## config.mk

```make
export PLATFORM = sky130hd
export DESIGN_NAME = block_lock_ctrl
export DESIGN_NICKNAME = d
export VERILOG_FILES = /design/src/rtl/block_lock_ctrl.sv
export SDC_FILE = /design/constraint.sdc
export NUM_CORES = 1
export LEC_CHECK = 0
export BUFFER_PORTS_ARGS = -buffer_cell sky130_fd_sc_hd__buf_2
export CAP_MARGIN = 10
export CELL_PAD_IN_SITES_DETAIL_PLACEMENT = 0
export CELL_PAD_IN_SITES_GLOBAL_PLACEMENT = 1
export CORE_MARGIN = 2
export CORE_UTILIZATION = 30
export CTS_BUF_LIST = sky130_fd_sc_hd__clkbuf_8
export CTS_CLUSTER_SIZE = 28
export DETAILED_ROUTE_END_ITERATION = 7
export PLACE_DENSITY_LB_ADDON = 0.3
export SLEW_MARGIN = 10
export SYNTH_ARGS = -nofsm -noshare
export SYNTH_HDL_FRONTEND = slang
export SYNTH_SLANG_ARGS = --single-unit
```

## constraint.sdc

```tcl
create_clock -name clk_i -period 2.74 [get_ports clk_i]
set_clock_uncertainty 0.05 [all_clocks]
set_input_delay 0.137 -clock clk_i [delete_from_list [all_inputs] [get_ports clk_i]]
set_output_delay 0.137 -clock clk_i [all_outputs]
set_load 0.005 [all_outputs]
```

## src/rtl/block_lock_ctrl.sv

```systemverilog
// block_lock_ctrl: 66b block-alignment acquisition, verification and lock monitoring.
module block_lock_ctrl #(
  parameter int STABLE_CNT = 8,
  parameter int SETTLE_BLK = 2,
  parameter int LOCK_CNT   = 32,
  parameter int WIN_BLK    = 64,
  parameter int ERR_MAX    = 16,
  parameter int OFFSET_MAX = 66
) (
  input  logic       clk_i,
  input  logic       rst_i,
  input  logic       hdr_dv_i,
  input  logic       hdr_ok_i,
  input  logic [6:0] seek_offset_i,
  output logic [6:0] offset_o,
  output logic       offset_load_o,
  output logic       locked_o,
  output logic [1:0] state_o,
  output logic [7:0] lock_loss_cnt_o
);
  localparam int W = $clog2(WIN_BLK + 1);
  localparam logic [7:0] STABLE_V = 8'(STABLE_CNT);
  localparam logic [7:0] LOCK_V = 8'(LOCK_CNT);
  localparam logic [3:0] SETTLE_V = 4'(SETTLE_BLK);
  localparam logic [6:0] OFF_MAX_V = 7'(OFFSET_MAX);
  localparam logic [W-1:0] WIN_LAST_V = W'(WIN_BLK - 1);
  localparam logic [W-1:0] ERR_MAX_V = W'(ERR_MAX);
  typedef enum logic [1:0] {SEARCH = 2'd0, VERIFY = 2'd1, LOCKED = 2'd2} state_t;
  state_t state_q, state_d;
  logic [6:0] offset_q, offset_d, prev_q, prev_d;
  logic load_q, load_d, locked_q, locked_d;
  logic [7:0] loss_q, loss_d, stable_q, stable_d, good_q, good_d, stable_nx;
  logic [3:0] settle_q, settle_d;
  logic [W-1:0] blk_q, blk_d, err_q, err_d, err_nx;
  logic settled, good, bad;
  assign settled = settle_q == 4'd0;
  assign good = settled && hdr_ok_i;
  assign bad = settled && !hdr_ok_i;
  assign stable_nx = (seek_offset_i > OFF_MAX_V) ? 8'd0 :
                     (seek_offset_i != prev_q) ? 8'd1 :
                     (stable_q == 8'hFF) ? stable_q : stable_q + 8'd1;
  assign err_nx = err_q + {{(W-1){1'b0}}, bad};
  always_comb begin
    state_d = state_q;
    offset_d = offset_q;
    prev_d = prev_q;
    load_d = 1'b0;
    locked_d = locked_q;
    loss_d = loss_q;
    stable_d = stable_q;
    good_d = good_q;
    settle_d = (hdr_dv_i && !settled) ? settle_q - 4'd1 : settle_q;
    blk_d = blk_q;
    err_d = err_q;
    if (hdr_dv_i) begin
      unique case (state_q)
        SEARCH: begin
          prev_d = seek_offset_i;
          stable_d = stable_nx;
          if (stable_nx == STABLE_V) begin
            offset_d = seek_offset_i;
            load_d = 1'b1;
            good_d = 8'd0;
            stable_d = 8'd0;
            settle_d = SETTLE_V;
            state_d = VERIFY;
          end
        end
        VERIFY: begin
          if (good) begin
            good_d = good_q + 8'd1;
            if (good_q + 8'd1 == LOCK_V) begin
              state_d = LOCKED;
              locked_d = 1'b1;
              blk_d = '0;
              err_d = '0;
            end
          end else if (bad) begin
            state_d = SEARCH;
            stable_d = 8'd0;
          end
        end
        LOCKED: begin
          blk_d = blk_q + {{(W-1){1'b0}}, 1'b1};
          err_d = err_nx;
          // A loss on the last block of a window wins over the window clear
          if (err_nx == ERR_MAX_V) begin
            state_d = SEARCH;
            locked_d = 1'b0;
            loss_d = loss_q + {7'd0, loss_q != 8'hFF};
            stable_d = 8'd0;
          end else if (blk_q == WIN_LAST_V) begin
            blk_d = '0;
            err_d = '0;
          end
        end
        default: state_d = SEARCH;
      endcase
    end
  end
  always_ff @(posedge clk_i) begin
    if (rst_i) begin
      state_q <= SEARCH;
      offset_q <= 7'd0;
      prev_q <= 7'h7F;
      load_q <= 1'b0;
      locked_q <= 1'b0;
      loss_q <= 8'd0;
      stable_q <= 8'd0;
      good_q <= 8'd0;
      settle_q <= 4'd0;
      blk_q <= '0;
      err_q <= '0;
    end else begin
      state_q <= state_d;
      offset_q <= offset_d;
      prev_q <= prev_d;
      load_q <= load_d;
      locked_q <= locked_d;
      loss_q <= loss_d;
      stable_q <= stable_d;
      good_q <= good_d;
      settle_q <= settle_d;
      blk_q <= blk_d;
      err_q <= err_d;
    end
  end
  assign offset_o = offset_q;
  assign offset_load_o = load_q;
  assign locked_o = locked_q;
  assign state_o = state_q;
  assign lock_loss_cnt_o = loss_q;
endmodule

```

* Yosys cells after proc, flatten, opt, wreduce, memory -nomap -nowiden
Cells that the tools add are included.
** Word-level totals
- Output and inout bits :: 19
- Logic and storage cells :: 90
- Flip-flop bits (word level) :: 60
- Input bits :: 11
** Cells by class
- Add/subtract/negate cells :: 6
- Reduce and logical (&&, ||, !) cells :: 19
- Eq/ne operators :: 17
- Multiplexer cells :: 34
- $lt $le $gt $ge :: 1
- Bitwise logic cells :: 2
** Operators by type and width (count)
- $mux 8 :: 9
- $mux 7 :: 6
- $pmux 7 s2 :: 2
- $pmux 8 s3 :: 1
- $add 8x1->8 const B :: 2
- $mux 4 :: 4
- $pmux 8 s2 :: 1
- $reduce_and 5->1 :: 3
- $ne 2x2->1 const B :: 6
- $mux 2 :: 5
- $add 8x1->8 :: 1
- $eq 8x4->1 const B :: 1
- $eq 8x6->1 const B :: 1
- $eq 8x8->1 const B :: 1
- $ne 8x8->1 const B :: 1
- $reduce_and 4->1 :: 2
- $add 7x1->7 :: 1
- $add 7x1->7 const B :: 1
- $eq 7x5->1 const B :: 1
- $eq 7x6->1 const B :: 1
- $gt 7x7->1 const B :: 1
- $ne 7x7->1 :: 1
- $ne 3x3->1 const B :: 2
- $pmux 2 s3 :: 1
- other kinds (15) :: 24

* Depth between registers and ports, before layout
Gate-level depths: netlist of the first run.
- Word-level depth :: 8
- Gate-level depth with buffers :: 14
- Depth with buffers taken out :: 13

* Worst setup path before layout of the first run
No wires, ideal clock.
- Kind :: flip-flop to flip-flop
- Start :: register settle_q[0]
- End :: register stable_q[7]
- Period minus slack after synthesis :: 2.862 ns
- Path buffers :: 1
- Setup time :: 0.128 ns
- Arrival time :: 2.685 ns
- Path slack :: -0.122 ns
- Stages on the path, launching flop included :: 13
- Data required time :: 2.562 ns
- Path through :: dfxtp_1 -> inv_1 -> ha_1 -> nand2_1 -> nor2_1 -> ha_1 -> ha_1 -> or3_1 -> nor3_1 -> o2111a_1 -> buf_2 -> mux2i_1 -> nor2_1
** Between the ends
- Cells in the longest elaborated chain, start to end :: 6
- Elaborated cells on any way between the ends :: 9
- Those cells by class :: add/sub: 1; eq/ne: 4; reduce/logical: 4
** RTL lines
- start: declaration :: line 33 : logic [3:0] settle_q, settle_d;
- start signal: assignment :: line 123 : settle_q <= settle_d;
- $logic_not 4->1 (*) :: line 36 : assign settled = settle_q == 4'd0;
- $logic_and 1x1->1 :: line 38 : assign bad = settled && !hdr_ok_i;
- $add 7x1->7 :: line 42 : assign err_nx = err_q + {{(W-1){1'b0}}, bad};
- $eq 7x5->1 :: line 87 : if (err_nx == ERR_MAX_V) begin
- $ne 2x2->1 (no source line)
- $reduce_and 5->1 (no source line) (*)
- end signal: assignment :: line 121 : stable_q <= stable_d;
- end: declaration :: line 32 : logic [7:0] loss_q, loss_d, stable_q, stable_d, good_q, good_d, stable_nx;
Mark *: on every way between the ends. The rest lies on a longest branch, timed or not.
A chain may end at the register's enable or synchronous reset.

* Worst setup path after layout of the first run
- Start :: register settle_q[1]
- End :: register stable_q[1]
Same word-level chain as after synthesis.

==> results of run 1 <==
-- power by group --
group	switching, W	internal [W]
Sequential	0.0000222	0.000905
Combinational	0.000179	0.000150
Clock	0.000330	0.000334
-- cell type report --
cell class	instances	area, µm²	area share (%)
clock buffers	10	138	3.43
clock inverters	4	18.8	0.468
inverters	10	37.5	0.935
multi-input cells	314	2020	50.3
flip-flops and latches	60	1200	30.0
well taps	140	175	4.37
repair buffers	62	423	10.5
-- kinds of logic after synthesis --
kind of cell | share of synthesized area [%]
simple gates | 28.4
xor+xnor | 4.52
compound gates | 18.0
fa+ha+maj | 4.56
buf+inv | 3.99
mux | 3.99
flops | 36.5
-- layer usage --
metal  vias up  GRT usage (%)  wire (µm)
met4         0           5.59        127
met5         -              0          0
met3        12           3.89        252
met2        49           25.8       4020
met1      1468           18.7       4120
li1       1579              -          -
-- repair_timing --
item	in CTS	in global routing
setup endpoints to repair	1	36
pin swaps	1	7
resized for setup	1	14
setup buffers	4	1
gates cloned	0	1
-- worst reg2reg max path, stage by stage, from the launching register on --
cell	delay, ns
dfxtp_2	0.33
inv_2	0.07
ha_4	0.13
nand2_1	0.06
nor2_1	0.12
ha_2	0.21
ha_4	0.20
or3_1	0.35
nor3_2	0.10
buf_4	0.16
o2111a_2	0.26
buf_12	0.13
buf_4	0.12
nand4_1	0.08
a21oi_1	0.15
-- per-stage QoR --
step,TNS (ns),cells
detailed placement,-0.0427,580
finish,0,600
floorplan,0,405
global route,0,600
global placement,0,580
CTS,0,598
-- Yosys cell counts, types with 3 or more instances --
| library cell | count | area [µm²] |
|---|---|---|
| mux2i_1 | 12 | 120 |
| clkbuf_1 | 13 | 48.8 |
| inv_1 | 9 | 33.8 |
| o21ai_0 | 15 | 75.1 |
| nand2_1 | 43 | 161 |
| nand3_1 | 32 | 160 |
| ha_1 | 12 | 150 |
| a21oi_1 | 25 | 125 |
| a22oi_1 | 4 | 30.0 |
| or2_2 | 4 | 25.0 |
| o31ai_1 | 4 | 30.0 |
| buf_2 | 6 | 30.0 |
| nor2_1 | 45 | 169 |
| or3_1 | 4 | 25.0 |
| xnor2_1 | 10 | 87.6 |
| dfxtp_1 | 60 | 1200 |
| and4_1 | 4 | 35.0 |
| a41oi_1 | 5 | 43.8 |
| nand4_1 | 11 | 68.8 |
| a211oi_1 | 5 | 37.5 |
| a31oi_1 | 5 | 31.3 |
| nand3b_1 | 6 | 45.0 |
| and2_1 | 3 | 18.8 |
| and3_1 | 7 | 43.8 |
| o2111a_1 | 4 | 45.0 |
| nor3_1 | 14 | 70.1 |
| xor2_1 | 7 | 61.3 |
| nand2b_1 | 3 | 18.8 |
-- state kept, by name, summed over array words and instances (netlist names) --
register         cells
good_q               8
lock_loss_cnt_o      8
stable_q             8
blk_q                7
err_q                7
offset_o             7
prev_q               7
settle_q             4
state_o              2
locked_o             1
offset_load_o        1
-- layout by cell type, fill, tap and decap left out, types with 5 or more instances in the layout --
| cell type | n |
|---|---|
| a41oi_1 | 5 |
| a21oi_1 | 25 |
| and3_1 | 7 |
| ha_1 | 9 |
| clkbuf_8 | 10 |
| nand4_1 | 11 |
| xor2_1 | 7 |
| a31oi_1 | 5 |
| nor3_1 | 13 |
| nand2_1 | 43 |
| buf_4 | 31 |
| buf_2 | 29 |
| xnor2_1 | 10 |
| dfxtp_1 | 58 |
| nand3_1 | 32 |
| nand3b_1 | 6 |
| nor2_1 | 43 |
| o21ai_0 | 15 |
| mux2i_1 | 12 |
| inv_1 | 8 |
-- path summary, 6_finish.rpt --
path	from	endpoint	slack, ns	depth (start not counted)
max	settle_q[1]	stable_q[1]	0.15	14
min	seek_offset_i[0]	offset_o[0]	0.04	3
min reg2reg	blk_q[6]	blk_q[6]	0.40	2
max reg2reg	settle_q[1]	stable_q[1]	0.15	14
==> results.tsv, run 1 <==
stage	metric	value	unit
cells_and_area	drive_gt1_share	21.7	%
clock_network	root_buffer	clkbuf_8	
sta	finalCritPeriodShare	94.4	%
yosys	avgSynthCellArea	8.13	µm²
critical_path	endpoint_kind	flip-flop	
cells_and_area	nFillCells	1116	
cells_and_area	layout.nets	480	
critical_path	cp-start-kind	flip-flop	
power	p_total	0.00192	W
die	die_x	109	µm
clock_network	max-clock-path-buffers	2	
drt	ant_nets	0	
min_path	hp-class	primary input to flip-flop	
global_routing	grt_pass1_wl	14.3	mm
drt	num_vias	3108	
die	dieArea	11800	µm²
placement	gp_congestion	0.806	
sta	fmax	387	MHz
power	leakagePower	1.58	nW
placement	placed_area	3740	µm²
yosys	ys_seq_area_share	36.5	%
power	p_per_area	479	nW/µm²
clock_network	postCtsHoldBufs	0	
yosys	netlist_instances	405	
clock_network	clock_latency	0.34	ns
critical_path	cp_max_fo	6	
die	start_util	30.5	%
sta	drv_slew	0	
placement	post-place-ws	-0.0427	ns
yosys	ys.flop_type	dfxtp_1	
sta	fin_ws	0.153	ns
yosys	ys_warn_count	0	
run	cap_violations	0	
sta	worst_pin_slew	0.559	ns
yosys	synth_edf_count	0	
sta	hold_slack	0.0420	ns
critical_path	worstPathRequired	2.96	ns
die	row_count	38	
clock_network	clkTransAtPathRegs	0.06	ns
die	die_height	109	µm
drt	drc	0	
drt	wl_per_cell	14.2	µm
global_routing	grt_overflow	0	
die	io_pins	30	
critical_path	crit_family	simple AND/OR/NAND/NOR gates	
run_status	status	finished clean	
sta	setup_viol	0	
yosys	synthArstFlopShare	0	%
cells_and_area	design_area	4010	µm²
sta	min_period	2.59	ns
sta	hold_viol	0	
cells_and_area	post-route-util	37.2	%
power	vdd_drop_max	299	µV
sta	relSlewSlack	62.8	%
cells_and_area	diodes	0	
critical_path	path_class	flip-flop to flip-flop	
critical_path	max_stage_delay	0.35	ns
global_routing	grt_max_degree	49	
global_routing	grt_antenna_before_repair	0	
critical_path	cp.arrival	2.81	ns
global_routing	grt_usage	15.3	%
yosys	ys_seq_elements	60	
placement	dp_hpwl	5.77	mm
drt	viasPerCell	5.18	
drt	totalWireLength	8.52	mm
clock_network	tritoncts	built	
critical_path	path_buf_inv	4	
sta	rsz0062_at_grt	no	
clock_network	numCtsBuffers	9	
drt	drt-pass1-iter-count	4	
global_routing	grt_pass1_vias	3040	
critical_path	crit_chain	inv_2 -> ha_4 -> nand2_1 -> nor2_1 -> ha_2 -> ha_4 -> or3_1 -> nor3_2 -> buf_4 -> o2111a_2 -> buf_12 -> buf_4 -> nand4_1 -> a21oi_1	
yosys	synth_nets	428	
clock_network	htreeDepth	3	
drt	drtIter0Drc	156	
placement	io_buffer_count	29	
cells_and_area	syn_to_final_growth	21.9	%
yosys	synth_cell_types	57	
die	core	10800	µm²
critical_path	critPathSlowestCell	or3_1	
clock_network	cts_sinks	60	
yosys	synthesis.area	3290	µm²
Note: power is estimated with default switching activity, not from simulation.
==> inputs of run 2 (changes only) <==
--- a/config.mk
+++ b/config.mk
@@ -7,10 +7,8 @@
 export LEC_CHECK = 0
 export BUFFER_PORTS_ARGS = -buffer_cell sky130_fd_sc_hd__buf_2
 export CAP_MARGIN = 10
-export CELL_PAD_IN_SITES_DETAIL_PLACEMENT = 0
-export CELL_PAD_IN_SITES_GLOBAL_PLACEMENT = 1
 export CORE_MARGIN = 2
-export CORE_UTILIZATION = 30
+export CORE_UTILIZATION = 40
 export CTS_BUF_LIST = sky130_fd_sc_hd__clkbuf_8
 export CTS_CLUSTER_SIZE = 28
 export DETAILED_ROUTE_END_ITERATION = 7
==> run 2 against run 1 <==
- first-iteration DRC count up 3.2%
- utilization is 13 points higher
- register-to-register slack lost 0.10 ns
- worst setup slack got worse by 0.10 ns
- critical path depth is 1 lower
- maximum frequency down 3.8%
- largest cell class unchanged
- highest routed layer unchanged
==> results.tsv, run 2 (synthesized netlist as in run 1, its figures left out) <==
stage	metric	value	unit	change
clock_network	cts_sinks	60		unchanged
cells_and_area	diodes	0		unchanged
power	leakagePower	1.58	nW	-0.17%
global_routing	grt_overflow	0		unchanged
power	pwr-share-seq	42.1	%	-6.2 points
sta	fmax	372	MHz	-3.8%
sta	setup_viol	0		unchanged
sta	worst_pin_slew	0.557	ns	-0.00171 ns
cells_and_area	nFillCells	778		-30%
die	core	8090	µm²	-25%
clock_network	numCtsBuffers	9		unchanged
clock_network	htreeDepth	3		unchanged
placement	io_buffer_count	29		unchanged
critical_path	cp_max_fo	2		-4
critical_path	endpoint_kind	flip-flop		
critical_path	path_class	flip-flop to flip-flop		
drt	totalWireLength	8.13	mm	-4.6%
sta	timing.setup.tns	0	ns	unchanged
critical_path	crit_family	simple AND/OR/NAND/NOR gates		
clock_network	clock_latency	0.35	ns	about the same
power	switching_power	0.000580	W	+9.2%
drt	ant_nets	0		unchanged
drt	wl_per_cell	14.5	µm	+2.3%
global_routing	grt_max_degree	49		unchanged
die	io_pins	30		unchanged
global_routing	grt_pass1_vias	2966		-2.4%
power	power_frac_clock	41.5	%	+6.9 points
cells_and_area	final_cells	560		-6.7%
clock_network	clkTransAtPathRegs	0.07	ns	about the same
sta	finalCritPeriodShare	98.2	%	+3.7 points
cells_and_area	layout_commonest_cell	dfxtp_1		
global_routing	grt_pass1_wl	13.5	mm	-5.2%
sta	fin_ws	0.0506	ns	-0.102 ns
clock_network	max-clock-path-buffers	2		unchanged
run_status	status	finished clean		
drt	drc	0		unchanged
critical_path	path_buf_inv	3		-1
die	die_height	94.7	µm	-13%
critical_path	crit_chain	inv_2 -> ha_4 -> nand2_2 -> nor2_2 -> ha_2 -> ha_4 -> or3_4 -> nor3_4 -> buf_4 -> buf_4 -> o221ai_4 -> a21oi_2 -> mux2_4		
global_routing	grt_usage	19.3	%	+4.0 points
placement	dp_hpwl	5.55	mm	-3.8%
critical_path	critPathSlowestCell	or3_4		
power	switching_share	26.3	%	-1.3 points
die	dieArea	8970	µm²	-24%
sta	relSlewSlack	62.6	%	-0.12 points
critical_path	max_stage_delay	0.37	ns	+0.02 ns
critical_path	worstPathRequired	2.92	ns	-0.04 ns
cells_and_area	syn_to_final_growth	23.9	%	
power	p_per_area	540	nW/µm²	+13%
drt	drt-pass1-iter-count	4		unchanged
drt	viasPerCell	5.66		+9.2%
sta	hold_viol	0		unchanged
placement	gp_congestion	0.847		+5.1%
die	die_x	94.7	µm	-13%
clock_network	tritoncts	built		
sta	rsz0062_at_grt	yes		
critical_path	cp.arrival	2.87	ns	+0.06 ns
critical_path	cp-start-kind	flip-flop		
sta	drv_slew	0		unchanged
min_path	hp-class	primary input to flip-flop		
cells_and_area	layout.nets	474		-1.3%
clock_network	postCtsHoldBufs	0		unchanged
cells_and_area	layout_common_cells	dfxtp_1 (57), nor2_1 (42), nand2_1 (42)		
power	combPwrFrac	16.3	%	-0.8 points
drt	num_vias	3167		+1.9%
placement	dp.cells	540		-6.9%
drt	drtIter0Drc	161		+3.2%
die	row_count	33		-13%
power	p_int	0.00162	W	+17%
run	cap_violations	0		unchanged
die	start_util	40.7	%	+10 points
sta	min_period	2.69	ns	+0.102 ns
placement	post-place-ws	-0.0560	ns	-0.0132 ns
clock_network	root_buffer	clkbuf_8		
cells_and_area	drive_gt1_share	23.5	%	+1.8 points
global_routing	grt_antenna_before_repair	0		unchanged
sta	hold_slack	0.0358	ns	-0.00624 ns
power	vdd_drop_max	272	µV	-9.2%
-- run 2: cell count changes in the layout (fill, tap and decap cells not counted), sizes merged --
cell / before / now
buf: 61 / 55
bufinv: 0 / 2
clkinv: 4 / 2
inv: 10 / 9
clkinvlp: 0 / 1
clkbuf: 11 / 12
-- run 2: what timing repair did --
action | in CTS | in global routing
pin swaps | 2 | 10
cloned | 0 | 1
buffers inserted | 0 | 4
resized for setup | 0 | 33
endpoints found under the setup margin | 9 | 38
-- run 2: final timing paths --
check	startpoint	to	slack (ns)	depth (start not counted)
setup / recovery	settle_q[1]	state_o[1]	0.05	13
hold / removal	seek_offset_i[6]	prev_q[6]	0.04	3
setup reg to reg	settle_q[1]	state_o[1]	0.05	13
hold reg to reg	blk_q[6]	blk_q[6]	0.42	2
-- run 2: power groups by stage --
stage / clock, W / combinational, W / sequential, W
final: 0.000915 / 0.000360 / 0.000928
after floorplan: 0 / 0.000188 / 0.000938
after detailed placement: 0 / 0.000285 / 0.000942
after global routing: 0.000967 / 0.000398 / 0.000929
after global placement: 0 / 0.000275 / 0.000941
after CTS: 0.000932 / 0.000285 / 0.000922
-- run 2: tightest hold or removal path: stages --
cell	delay (ns)
buf_2	0.12
nand3_1	0.07
nand3_1	0.07
-- run 2: cell type report --
type                    count  area [µm²]  area share (%)
clock inverters             4        72.6            1.78
multi-input cells         314        2100            51.5
repair buffers             56         378            9.27
flip-flops and latches     60        1200            29.5
inverters                  10        40.0           0.982
clock buffers              11         151            3.71
well taps                 105         131            3.22
-- run 2: through the flow --
stage | utilization [%] | power [W] | area (µm²)
final | 50.4 | 0.00220 | 4080
after global routing | 50.4 | 0.00229 | 4080
after CTS | 48.0 | 0.00214 | 3880
after detailed placement | 45.2 | 0.00123 | 3660
after global placement | 45.2 | 0.00122 | 3660
after floorplan | - | 0.00113 | 3300
-- run 2: layer usage --
metal | track usage, % | vias to the layer above | share of wire [%]
li1 | - | 1564 | -
met1 | 23.1 | 1524 | 45
met2 | 32.4 | 62 | 49
met3 | 4.55 | 17 | 3.5
met4 | 9.06 | 0 | 2.3
met5 | 0 | - | 0
==> inputs of run 3 (changes only) <==
--- a/config.mk
+++ b/config.mk
@@ -7,10 +7,12 @@
 export LEC_CHECK = 0
 export BUFFER_PORTS_ARGS = -buffer_cell sky130_fd_sc_hd__buf_2
 export CAP_MARGIN = 10
+export CELL_PAD_IN_SITES_DETAIL_PLACEMENT = 0
+export CELL_PAD_IN_SITES_GLOBAL_PLACEMENT = 1
 export CORE_MARGIN = 2
 export CORE_UTILIZATION = 40
 export CTS_BUF_LIST = sky130_fd_sc_hd__clkbuf_8
-export CTS_CLUSTER_SIZE = 28
+export CTS_CLUSTER_SIZE = 10
 export DETAILED_ROUTE_END_ITERATION = 7
 export PLACE_DENSITY_LB_ADDON = 0.3
 export SLEW_MARGIN = 10
==> run 3 against run 2 <==
- worst setup slack gained 0.052 ns
- sequential share of layout area is 0.44 points higher
- global-route usage fell by 0.44 points
- utilization decreased by 0.79 points
- largest cell class unchanged
==> results.tsv, run 3 (synthesized netlist as in run 1, its figures left out) <==
stage	metric	value	unit	change
die	row_count	33		unchanged
critical_path	cp.arrival	2.84	ns	-0.03 ns
sta	finalCritPeriodShare	96.3	%	-1.9 points
global_routing	grt_max_degree	49		unchanged
power	p_per_area	523	nW/µm²	-3.2%
global_routing	grt_pass1_vias	2715		-8.5%
drt	ant_nets	0		unchanged
critical_path	crit_family	simple AND/OR/NAND/NOR gates		
critical_path	reg2regPathDepth	13		unchanged
critical_path	path_class	flip-flop to flip-flop		
global_routing	grtUsageMet3	4.63	%	+0.080 points
power	vdd_drop_max	248	µV	-8.8%
drt	totalWireLength	7.96	mm	-2.2%
cells_and_area	syn_to_final_growth	21.9	%	
drt	num_vias	3071		-3.0%
die	dieArea	8970	µm²	unchanged
clock_network	tritoncts	built		
cells_and_area	layout_common_cells	dfxtp_1 (58), nand2_1 (42), nor2_1 (42)		
critical_path	cp-start-kind	flip-flop		
sta	fmax	379	MHz	+2.0%
clock_network	htreeDepth	3		unchanged
sta	drv_slew	0		unchanged
sta	timing.setup.tns	0	ns	unchanged
global_routing	grt_antenna_before_repair	0		unchanged
power	p_total	0.00210	W	-4.7%
global_routing	use_met1	25.2	%	+2.1 points
global_routing	met2_usage	29.3	%	-3.1 points
sta	setup_viol	0		unchanged
clock_network	cts_sinks	60		unchanged
critical_path	endpoint_kind	flip-flop		
placement	io_buffer_count	29		unchanged
cells_and_area	layout.nets	475		+0.21%
clock_network	numCtsBuffers	9		unchanged
die	die_height	94.7	µm	unchanged
sta	fin_ws	0.103	ns	+0.0521 ns
drt	viasPerCell	5.48		-3.0%
critical_path	critPathMostFrequentCell	ha_4		
sta	worst_pin_slew	0.530	ns	-0.0267 ns
sta	relSlewSlack	64.4	%	+1.8 points
cells_and_area	diodes	0		unchanged
critical_path	r2r_start	settle_q[0]		
die	start_util	40.7	%	unchanged
placement	dp_hpwl	5.49	mm	-1.1%
placement	post-place-ws	-0.0460	ns	+0.00995 ns
sta	min_period	2.64	ns	-0.0521 ns
critical_path	critPathSlowestCell	or3_4		
cells_and_area	nFillCells	809		+4.0%
drt	drc	0		unchanged
critical_path	crit_cells	13		unchanged
cells_and_area	layout_commonest_cell	dfxtp_1		
critical_path	endpoint	stable_q[6]		
critical_path	crit_chain	inv_4 -> ha_4 -> nand2_2 -> nor2_4 -> ha_4 -> ha_4 -> or3_4 -> nor3_4 -> buf_6 -> o2111a_2 -> buf_12 -> a41oi_1 -> a211oi_1		
placement	gp_congestion	0.787		-7.0%
drt	drt-pass1-iter-count	4		unchanged
drt	wl_per_cell	14.2	µm	-2.2%
critical_path	rrSetupSlack	0.10	ns	+0.05 ns
critical_path	path_buf_inv	3		unchanged
global_routing	grt_pass1_wl	13.2	mm	-2.6%
clock_network	clock_latency	0.34	ns	about the same
drt	drtIter0Drc	115		-29%
run	cap_violations	0		unchanged
global_routing	grt_overflow	0		unchanged
cells_and_area	drive_gt1_share	21.8	%	-1.8 points
clock_network	root_buffer	clkbuf_8		
sta	hold_viol	0		unchanged
critical_path	worstPathRequired	2.95	ns	+0.03 ns
min_path	hp-class	primary input to flip-flop		
power	leakagePower	1.57	nW	-0.50%
clock_network	clkTransAtPathRegs	0.07	ns	about the same
die	die_x	94.7	µm	unchanged
critical_path	startpoint	settle_q[0]		
run_status	status	finished clean		
clock_network	max-clock-path-buffers	2		unchanged
critical_path	max_stage_delay	0.37	ns	about the same
critical_path	cp_max_fo	8		+6
global_routing	grt_usage	18.8	%	-0.44 points
critical_path	worstReg2RegEnd	stable_q[6]		
die	io_pins	30		unchanged
global_routing	top_usage_layer	met2		
die	core	8090	µm²	unchanged
sta	hold_slack	0.0360	ns	+0.000223 ns
run 3: cell type report:
type | instances | area, µm² | area share, %
tap | 105 | 131 | 3.27
timing repair buffer | 57 | 393 | 9.79
inverter | 10 | 40.0 | 0.998
clock buffer | 11 | 151 | 3.77
clock inverter | 3 | 38.8 | 0.966
sequential | 60 | 1200 | 30.0
multi-input combinational | 314 | 2060 | 51.2
run 3: how the worst min path moves through the flow:
stage | startpoint | end | slack (ns) | cells past startpoint
floorplan | seek_offset_i[0] | offset_o[0] | 0.23 | 2
global placement | seek_offset_i[6] | offset_o[6] | 0.38 | 3
detailed placement | seek_offset_i[6] | prev_q[6] | 0.38 | 3
CTS | seek_offset_i[1] | offset_o[1] | 0.03 | 3
global route | seek_offset_i[4] | offset_o[4] | 0.05 | 3
finish | seek_offset_i[6] | prev_q[6] | 0.04 | 3
run 3: metal layers:
metal	share of wire, %	wire [µm]	up-vias
met5	0	0	-
met4	1.2	94	0
met3	3.4	271	9
met2	47	3780	50
met1	48	3810	1436
li1	-	-	1576
run 3: timing repair:
item / in CTS / in global routing
gates resized for setup: 0 / 26
endpoints found under the setup margin: 5 / 32
buffers inserted: 0 / 5
cloned: 0 / 1
hold buffers: 0 / 0
endpoints found under the hold margin: 0 / 0
pin swaps: 1 / 9
run 3: worst min-delay path, cell delays in order:
cell and delay, ns:
buf_2 0.12, nand3_1 0.07, nand3_1 0.07
run 3: stage by stage:
stage                     cell area [µm²]  std cells  util [%]
after global placement               3660        540      45.2
after global routing                 4010        560      49.6
after floorplan                      3300        405         -
final                                4010        560      49.6
after CTS                            3850        554      47.5
after detailed placement             3660        540      45.2
run 3: power breakdown:
| group | internal (W) | switching (W) |
|---|---|---|
| sequential | 0.000905 | 0.0000231 |
| clock | 0.000455 | 0.000338 |
| combinational | 0.000176 | 0.000202 |
| total | 0.00154 | 0.000563 |
